[src/rtl/wb_queue_if.sv]
// Write-back queue bus: producer handshake, regfile write port, forwarding lookups and status.
interface wb_queue_if #(
    parameter int unsigned DEPTH = 4,
    parameter int unsigned WIDTH = 32
);
    localparam int unsigned CW = $clog2(DEPTH) + 1;

    logic             in_valid;
    logic             in_ready;
    logic [4:0]       in_reg;
    logic [WIDTH-1:0] in_data;
    logic             wr_stall;
    logic             ctrl_writeEnable;
    logic [4:0]       ctrl_writeReg;
    logic [WIDTH-1:0] data_writeReg;
    logic [4:0]       fwd_regA;
    logic [4:0]       fwd_regB;
    logic             fwd_hitA;
    logic             fwd_hitB;
    logic [WIDTH-1:0] fwd_dataA;
    logic [WIDTH-1:0] fwd_dataB;
    logic [CW-1:0]    count;
    logic             empty;

    modport master (
        output in_valid, in_reg, in_data, wr_stall, fwd_regA, fwd_regB,
        input  in_ready, ctrl_writeEnable, ctrl_writeReg, data_writeReg,
               fwd_hitA, fwd_hitB, fwd_dataA, fwd_dataB, count, empty
    );

    modport slave (
        input  in_valid, in_reg, in_data, wr_stall, fwd_regA, fwd_regB,
        output in_ready, ctrl_writeEnable, ctrl_writeReg, data_writeReg,
               fwd_hitA, fwd_hitB, fwd_dataA, fwd_dataB, count, empty
    );
endinterface

[src/rtl/wb_queue.sv]
// In-order register write-back queue feeding the regfile write port.
// Define WB_QUEUE_FWD_EN to compile in the newest-pending-value forwarding lookup.
module wb_queue #(
    parameter int unsigned DEPTH = 4,
    parameter int unsigned WIDTH = 32
) (
    input  logic       clk,
    input  logic       clr,
    wb_queue_if.slave  bus
);
    localparam int unsigned PW = $clog2(DEPTH);
    localparam int unsigned CW = PW + 1;

    logic [4:0]       reg_mem  [DEPTH];
    logic [WIDTH-1:0] data_mem [DEPTH];
    logic [PW-1:0]    rd_ptr;
    logic [PW-1:0]    wr_ptr;
    logic [CW-1:0]    cnt;
    logic             full;
    logic             is_empty;
    logic             push;
    logic             pop;

    assign full     = (cnt == CW'(DEPTH));
    assign is_empty = (cnt == '0);
    assign pop      = !is_empty && !bus.wr_stall;
    // r0 writes complete the handshake but never occupy an entry
    assign push     = bus.in_valid && !full && (bus.in_reg != 5'd0);

    // Pointer and occupancy state
    always_ff @(posedge clk or posedge clr) begin
        if (clr) begin
            rd_ptr <= '0;
            wr_ptr <= '0;
            cnt    <= '0;
        end else begin
            if (push) wr_ptr <= wr_ptr + PW'(1);
            if (pop)  rd_ptr <= rd_ptr + PW'(1);
            cnt <= cnt + CW'(push) - CW'(pop);
        end
    end

    // Entry storage; contents are only observed while counted as occupied
    always_ff @(posedge clk) begin
        if (push) begin
            reg_mem[wr_ptr]  <= bus.in_reg;
            data_mem[wr_ptr] <= bus.in_data;
        end
    end

    assign bus.in_ready         = !full;
    assign bus.ctrl_writeEnable = pop;
    assign bus.ctrl_writeReg    = is_empty ? 5'd0 : reg_mem[rd_ptr];
    assign bus.data_writeReg    = is_empty ? '0 : data_mem[rd_ptr];
    assign bus.count            = cnt;
    assign bus.empty            = is_empty;

`ifdef WB_QUEUE_FWD_EN
    logic             hit_a;
    logic             hit_b;
    logic [WIDTH-1:0] fdata_a;
    logic [WIDTH-1:0] fdata_b;
    logic [PW-1:0]    idx;

    // Scan oldest to newest so the entry nearest the write pointer wins
    always_comb begin
        hit_a   = 1'b0;
        hit_b   = 1'b0;
        fdata_a = '0;
        fdata_b = '0;
        idx     = '0;
        for (int unsigned i = 0; i < DEPTH; i++) begin
            idx = rd_ptr + PW'(i);
            if (CW'(i) < cnt) begin
                if ((bus.fwd_regA != 5'd0) && (reg_mem[idx] == bus.fwd_regA)) begin
                    hit_a   = 1'b1;
                    fdata_a = data_mem[idx];
                end
                if ((bus.fwd_regB != 5'd0) && (reg_mem[idx] == bus.fwd_regB)) begin
                    hit_b   = 1'b1;
                    fdata_b = data_mem[idx];
                end
            end
        end
    end

    assign bus.fwd_hitA  = hit_a;
    assign bus.fwd_hitB  = hit_b;
    assign bus.fwd_dataA = fdata_a;
    assign bus.fwd_dataB = fdata_b;
`else
    logic fwd_unused;
    assign fwd_unused    = ^{bus.fwd_regA, bus.fwd_regB};
    assign bus.fwd_hitA  = 1'b0;
    assign bus.fwd_hitB  = 1'b0;
    assign bus.fwd_dataA = '0;
    assign bus.fwd_dataB = '0;
`endif
endmodule
[src/flat_wrapper.sv]
// flat-port wrapper written by rule: the top's interface ports become plain ports
module wb_queue_flat 
#(
    parameter int unsigned DEPTH = 4,
    parameter int unsigned WIDTH = 32
)
  (clk, clr, bus_in_valid, bus_in_reg, bus_in_data, bus_wr_stall, bus_fwd_regA, bus_fwd_regB, bus_in_ready, bus_ctrl_writeEnable, bus_ctrl_writeReg, bus_data_writeReg, bus_fwd_hitA, bus_fwd_hitB, bus_fwd_dataA, bus_fwd_dataB, bus_count, bus_empty);
  wb_queue_if #(.DEPTH(DEPTH), .WIDTH(WIDTH)) bus_i ();
  input  logic clk;
  input  logic clr;
  input wire logic [$bits(bus_i.in_valid)-1:0] bus_in_valid;
  input wire logic [$bits(bus_i.in_reg)-1:0] bus_in_reg;
  input wire logic [$bits(bus_i.in_data)-1:0] bus_in_data;
  input wire logic [$bits(bus_i.wr_stall)-1:0] bus_wr_stall;
  input wire logic [$bits(bus_i.fwd_regA)-1:0] bus_fwd_regA;
  input wire logic [$bits(bus_i.fwd_regB)-1:0] bus_fwd_regB;
  output wire logic [$bits(bus_i.in_ready)-1:0] bus_in_ready;
  output wire logic [$bits(bus_i.ctrl_writeEnable)-1:0] bus_ctrl_writeEnable;
  output wire logic [$bits(bus_i.ctrl_writeReg)-1:0] bus_ctrl_writeReg;
  output wire logic [$bits(bus_i.data_writeReg)-1:0] bus_data_writeReg;
  output wire logic [$bits(bus_i.fwd_hitA)-1:0] bus_fwd_hitA;
  output wire logic [$bits(bus_i.fwd_hitB)-1:0] bus_fwd_hitB;
  output wire logic [$bits(bus_i.fwd_dataA)-1:0] bus_fwd_dataA;
  output wire logic [$bits(bus_i.fwd_dataB)-1:0] bus_fwd_dataB;
  output wire logic [$bits(bus_i.count)-1:0] bus_count;
  output wire logic [$bits(bus_i.empty)-1:0] bus_empty;
  assign bus_i.in_valid = bus_in_valid;
  assign bus_i.in_reg = bus_in_reg;
  assign bus_i.in_data = bus_in_data;
  assign bus_i.wr_stall = bus_wr_stall;
  assign bus_i.fwd_regA = bus_fwd_regA;
  assign bus_i.fwd_regB = bus_fwd_regB;
  assign bus_in_ready = bus_i.in_ready;
  assign bus_ctrl_writeEnable = bus_i.ctrl_writeEnable;
  assign bus_ctrl_writeReg = bus_i.ctrl_writeReg;
  assign bus_data_writeReg = bus_i.data_writeReg;
  assign bus_fwd_hitA = bus_i.fwd_hitA;
  assign bus_fwd_hitB = bus_i.fwd_hitB;
  assign bus_fwd_dataA = bus_i.fwd_dataA;
  assign bus_fwd_dataB = bus_i.fwd_dataB;
  assign bus_count = bus_i.count;
  assign bus_empty = bus_i.empty;
  wb_queue #(.DEPTH(DEPTH), .WIDTH(WIDTH)) u_core (.clk(clk), .clr(clr), .bus(bus_i));
endmodule
[config.mk]
export PLATFORM = sky130hd
export DESIGN_NAME = wb_queue_flat
export DESIGN_NICKNAME = d
export VERILOG_FILES = /design/src/rtl/wb_queue_if.sv /design/src/rtl/wb_queue.sv /design/src/flat_wrapper.sv
export SDC_FILE = /design/constraint.sdc
export NUM_CORES = 1
export LEC_CHECK = 0
export ABC_AREA = 1
export BUFFER_PORTS_ARGS = -buffer_cell sky130_fd_sc_hd__clkbuf_2
export CAP_MARGIN = 20
export CORE_MARGIN = 5
export CORE_UTILIZATION = 54
export CTS_CLUSTER_DIAMETER = 200
export CTS_CLUSTER_SIZE = 30
export DETAILED_ROUTE_END_ITERATION = 7
export PLACE_DENSITY = 0.8
export SYNTH_ARGS = -nofsm -noshare
export SYNTH_HDL_FRONTEND = slang
export SYNTH_SLANG_ARGS = --single-unit
[constraint.sdc]
create_clock -name clk -period 3.3 [get_ports clk]
set_input_delay 0.165 -clock clk [delete_from_list [all_inputs] [get_ports clk]]
set_output_delay 0.165 -clock clk [all_outputs]
set_load 0.02 [all_outputs]
==> flow_metrics.py <==
metrics = {
    "final_layout": {
        "drive_gt1_frac": 0.176,
        "stdcell_area_um2": 8070,
        "antenna_cells": 0,
        "final_util": 0.647,
        "nets": 774,
        "area_delta_synth_final_pct": 19.1,
        "fillCellCount": 903,
    },
    "timing": {
        "setup_viol": 0,
        "hold_slack_ns": 0.0204,
        "fin_skew_ns": 0.00885,
        "finalSetupTns_ns": 0,
        "fin_crit_sh": 0.779,
        "final-hold-violation-count": 0,
        "final-max-slew-violation-count": 0,
        "relSlewSlack": 0.333,
        "rsz0062_at_grt": "false",
        "min_period_ns": 2.57,
        "fmax_ghz": 0.389,
        "worstMarginPinSlew_ns": 0.999,
    },
    "place": {
        "port_buffers": 83,
        "dpl-instance-area_um2": 7140,
        "place_hpwl_um": 8250,
        "place_congestion": 0.758,
    },
    "cts": {
        "insertion_delay_ns": 0.41,
        "clkSinkCount": 155,
        "cts_setup_buffers": 0,
        "clkSlewWorstSetupHoldPaths_ns": 0.06,
        "clk_path_buf_depth": 2,
        "cts_buffers": 17,
        "htreeDepth": 4,
        "cts_tree": "built",
        "cts_root_buf": "clkbuf_16",
    },
    "grt": {
        "grt_pass1_vias": 4271,
        "grt_overflow": 0,
        "grt_max_degree": 76,
        "grt_pass1_wl_um": 21300,
        "grt.total_usage": 0.188,
        "antenna_found_initial": 0,
    },
    "route": {
        "drc": 0,
        "num_vias": 4365,
        "drtIter0Drc": 297,
        "via_per_inst": 4.84,
        "drtAntennaViolNets": 0,
        "firstDrtPassIters": 5,
        "routed_wl_um": 13800,
        "wire_per_inst_um": 15.3,
    },
    "logic_synthesis": {
        "syn_area_um2": 6770,
        "synthCells": 597,
        "synth_edf_count": 148,
        "ys_async_sr_fraction": 0.0452,
        "synthFlopType": "edfxtp_1",
        "syn_avg_cell_area_um2": 11.3,
        "yosysUniqueCellTypes": 21,
        "yosysSeqAreaShare": 0.682,
        "synth_seq_cells": 155,
        "yosysWarnings": 0,
    },
    "floorplan": {
        "io_pins": 160,
        "rows": 41,
        "core_area_um2": 12500,
        "dieWidth_um": 122,
        "dieArea_um2": 14900,
        "die_y_um": 122,
        "start_util": 0.543,
    },
    "critical_path": {
        "arrival_ns": 2.40,
        "cp-start-kind": "flip-flop",
        "cp-end-kind": "output port",
        "critical_path.max_fanout": 23,
        "worst-setup-path-type": "reg -> out",
        "worstPathRequired_ns": 3.13,
    },
    "run_status": {
        "outcome": "completed",
    },
    "power": {
        "vdd.ir_drop.worst_v": 0.000613,
        "finalPower_uw": 7500,
        "p_per_area_nw_per_um2": 930,
        "leakage_uw": 0.00331,
    },
    "job": {
        "maxCapViolations": 0,
    },
    "hold_path": {
        "min_path_type": "in -> reg",
    },
}
==> worst max-delay path, stage by stage, from the launching register on <==
cell and delay, ns:
dfrtp_1 0.42, nor2_1 0.10, nand2_1 0.09, clkinv_1 0.46, buf_4 0.44, a21oi_1 0.25, clkbuf_2 0.23
==> per-layer routing <==
layer  vias to the layer above  global-route usage  share of wire
li1                       2101                   -              -
met1                      2040               0.233           0.41
met2                       207               0.324           0.49
met3                        17              0.0506          0.088
met4                         0              0.0595          0.013
met5                         -                   0              0
==> cell type report <==
class | count | area, um2 | share of cell area
clock buffer | 18 | 429 | 0.0532
clock inverter | 14 | 130 | 0.0161
inverter | 19 | 71.3 | 0.00884
multi-input combinational | 394 | 1700 | 0.210
sequential | 155 | 4620 | 0.573
tap | 172 | 215 | 0.0267
timing repair buffer | 129 | 903 | 0.112
==> path summary, 6_finish.rpt <==
| kind | from | end | slack [ns] | depth (start not counted) |
|---|---|---|---|---|
| worst max register to register | u_core.bus.count[1] | u_core.data_mem[2][25] | 1.03 | 5 |
| min in group asynchronous | clr | u_core.bus.count[2] | 0.21 | 3 |
| max in group asynchronous | clr | u_core.rd_ptr[0] | 2.85 | 3 |
| worst min-delay path | bus_in_reg[3] | u_core.reg_mem[3][3] | 0.02 | 1 |
| worst max-delay path | u_core.bus.count[1] | bus_ctrl_writeReg[3] | 0.73 | 6 |
| worst min register to register | u_core.rd_ptr[1] | u_core.rd_ptr[1] | 0.52 | 2 |
==> Yosys cell counts, types with 2 or more instances <==
cell type    n  area share
dfrtp_1      7       0.026
xor2_1       2      0.0026
nor2_1      81       0.045
nand3_1      3      0.0022
clkbuf_1     3      0.0017
a21oi_1     38       0.028
ha_1         6       0.011
nand2_1    157       0.087
inv_1       18       0.010
edfxtp_1   148        0.66
buf_4       75       0.083
buf_2       13      0.0096
buf_1        2      0.0011
o21ai_1      8      0.0059
o21ai_0     30       0.022
==> state kept, by name (all words and copies together), names as in the netlist <==
name	cells
u_core.wr_ptr	2
u_core.rd_ptr	2
u_core.reg_mem	20
u_core.bus.count	3
u_core.data_mem	128
==> what timing repair did <==
item	CTS	global route
hold buffers	37	0
resized for setup	0	0
hold endpoints to repair	151	0
==> per-stage QoR <==
stage	instances	setup WS [ns]
after CTS	901	0.704
after global routing	901	0.486
after global placement	832	1.09
final	901	0.731
after floorplan	662	0.331
after detailed placement	832	1.04
==> logic make-up (layout without fill, tap and decap cells) <==
logic type                 count (synthesis)  after routing  synth area share
adders and majority gates                  7              7            0.0140
other                                      1             66          0.000554
xor gates and xnor gates                   3              3           0.00388
DFF                                      155            155             0.682
and+or+nand+nor                          242            242             0.135
buffers and inverters                    113            180             0.108
AOI/OAI and AO/OA                         76             76            0.0562
==> where the power goes <==
group / internal [uW] / switching (uW) / total, uW
logic: 875 / 2100 / 2970
registers: 2590 / 116 / 2700
clock network: 1100 / 729 / 1830
==> cells in the final DEF (no fill, tap or decap), types with 8 or more instances in the layout <==
master         instances
nand2_1              157
clkbuf_16             17
dlygate4sd3_1         37
conb_1                66
o21ai_0               30
clkbuf_2              83
o21ai_1                8
nor2_1                77
inv_1                 16
a21oi_1               38
edfxtp_1             148
No activity file was read; power rests on OpenSTA's default activity.
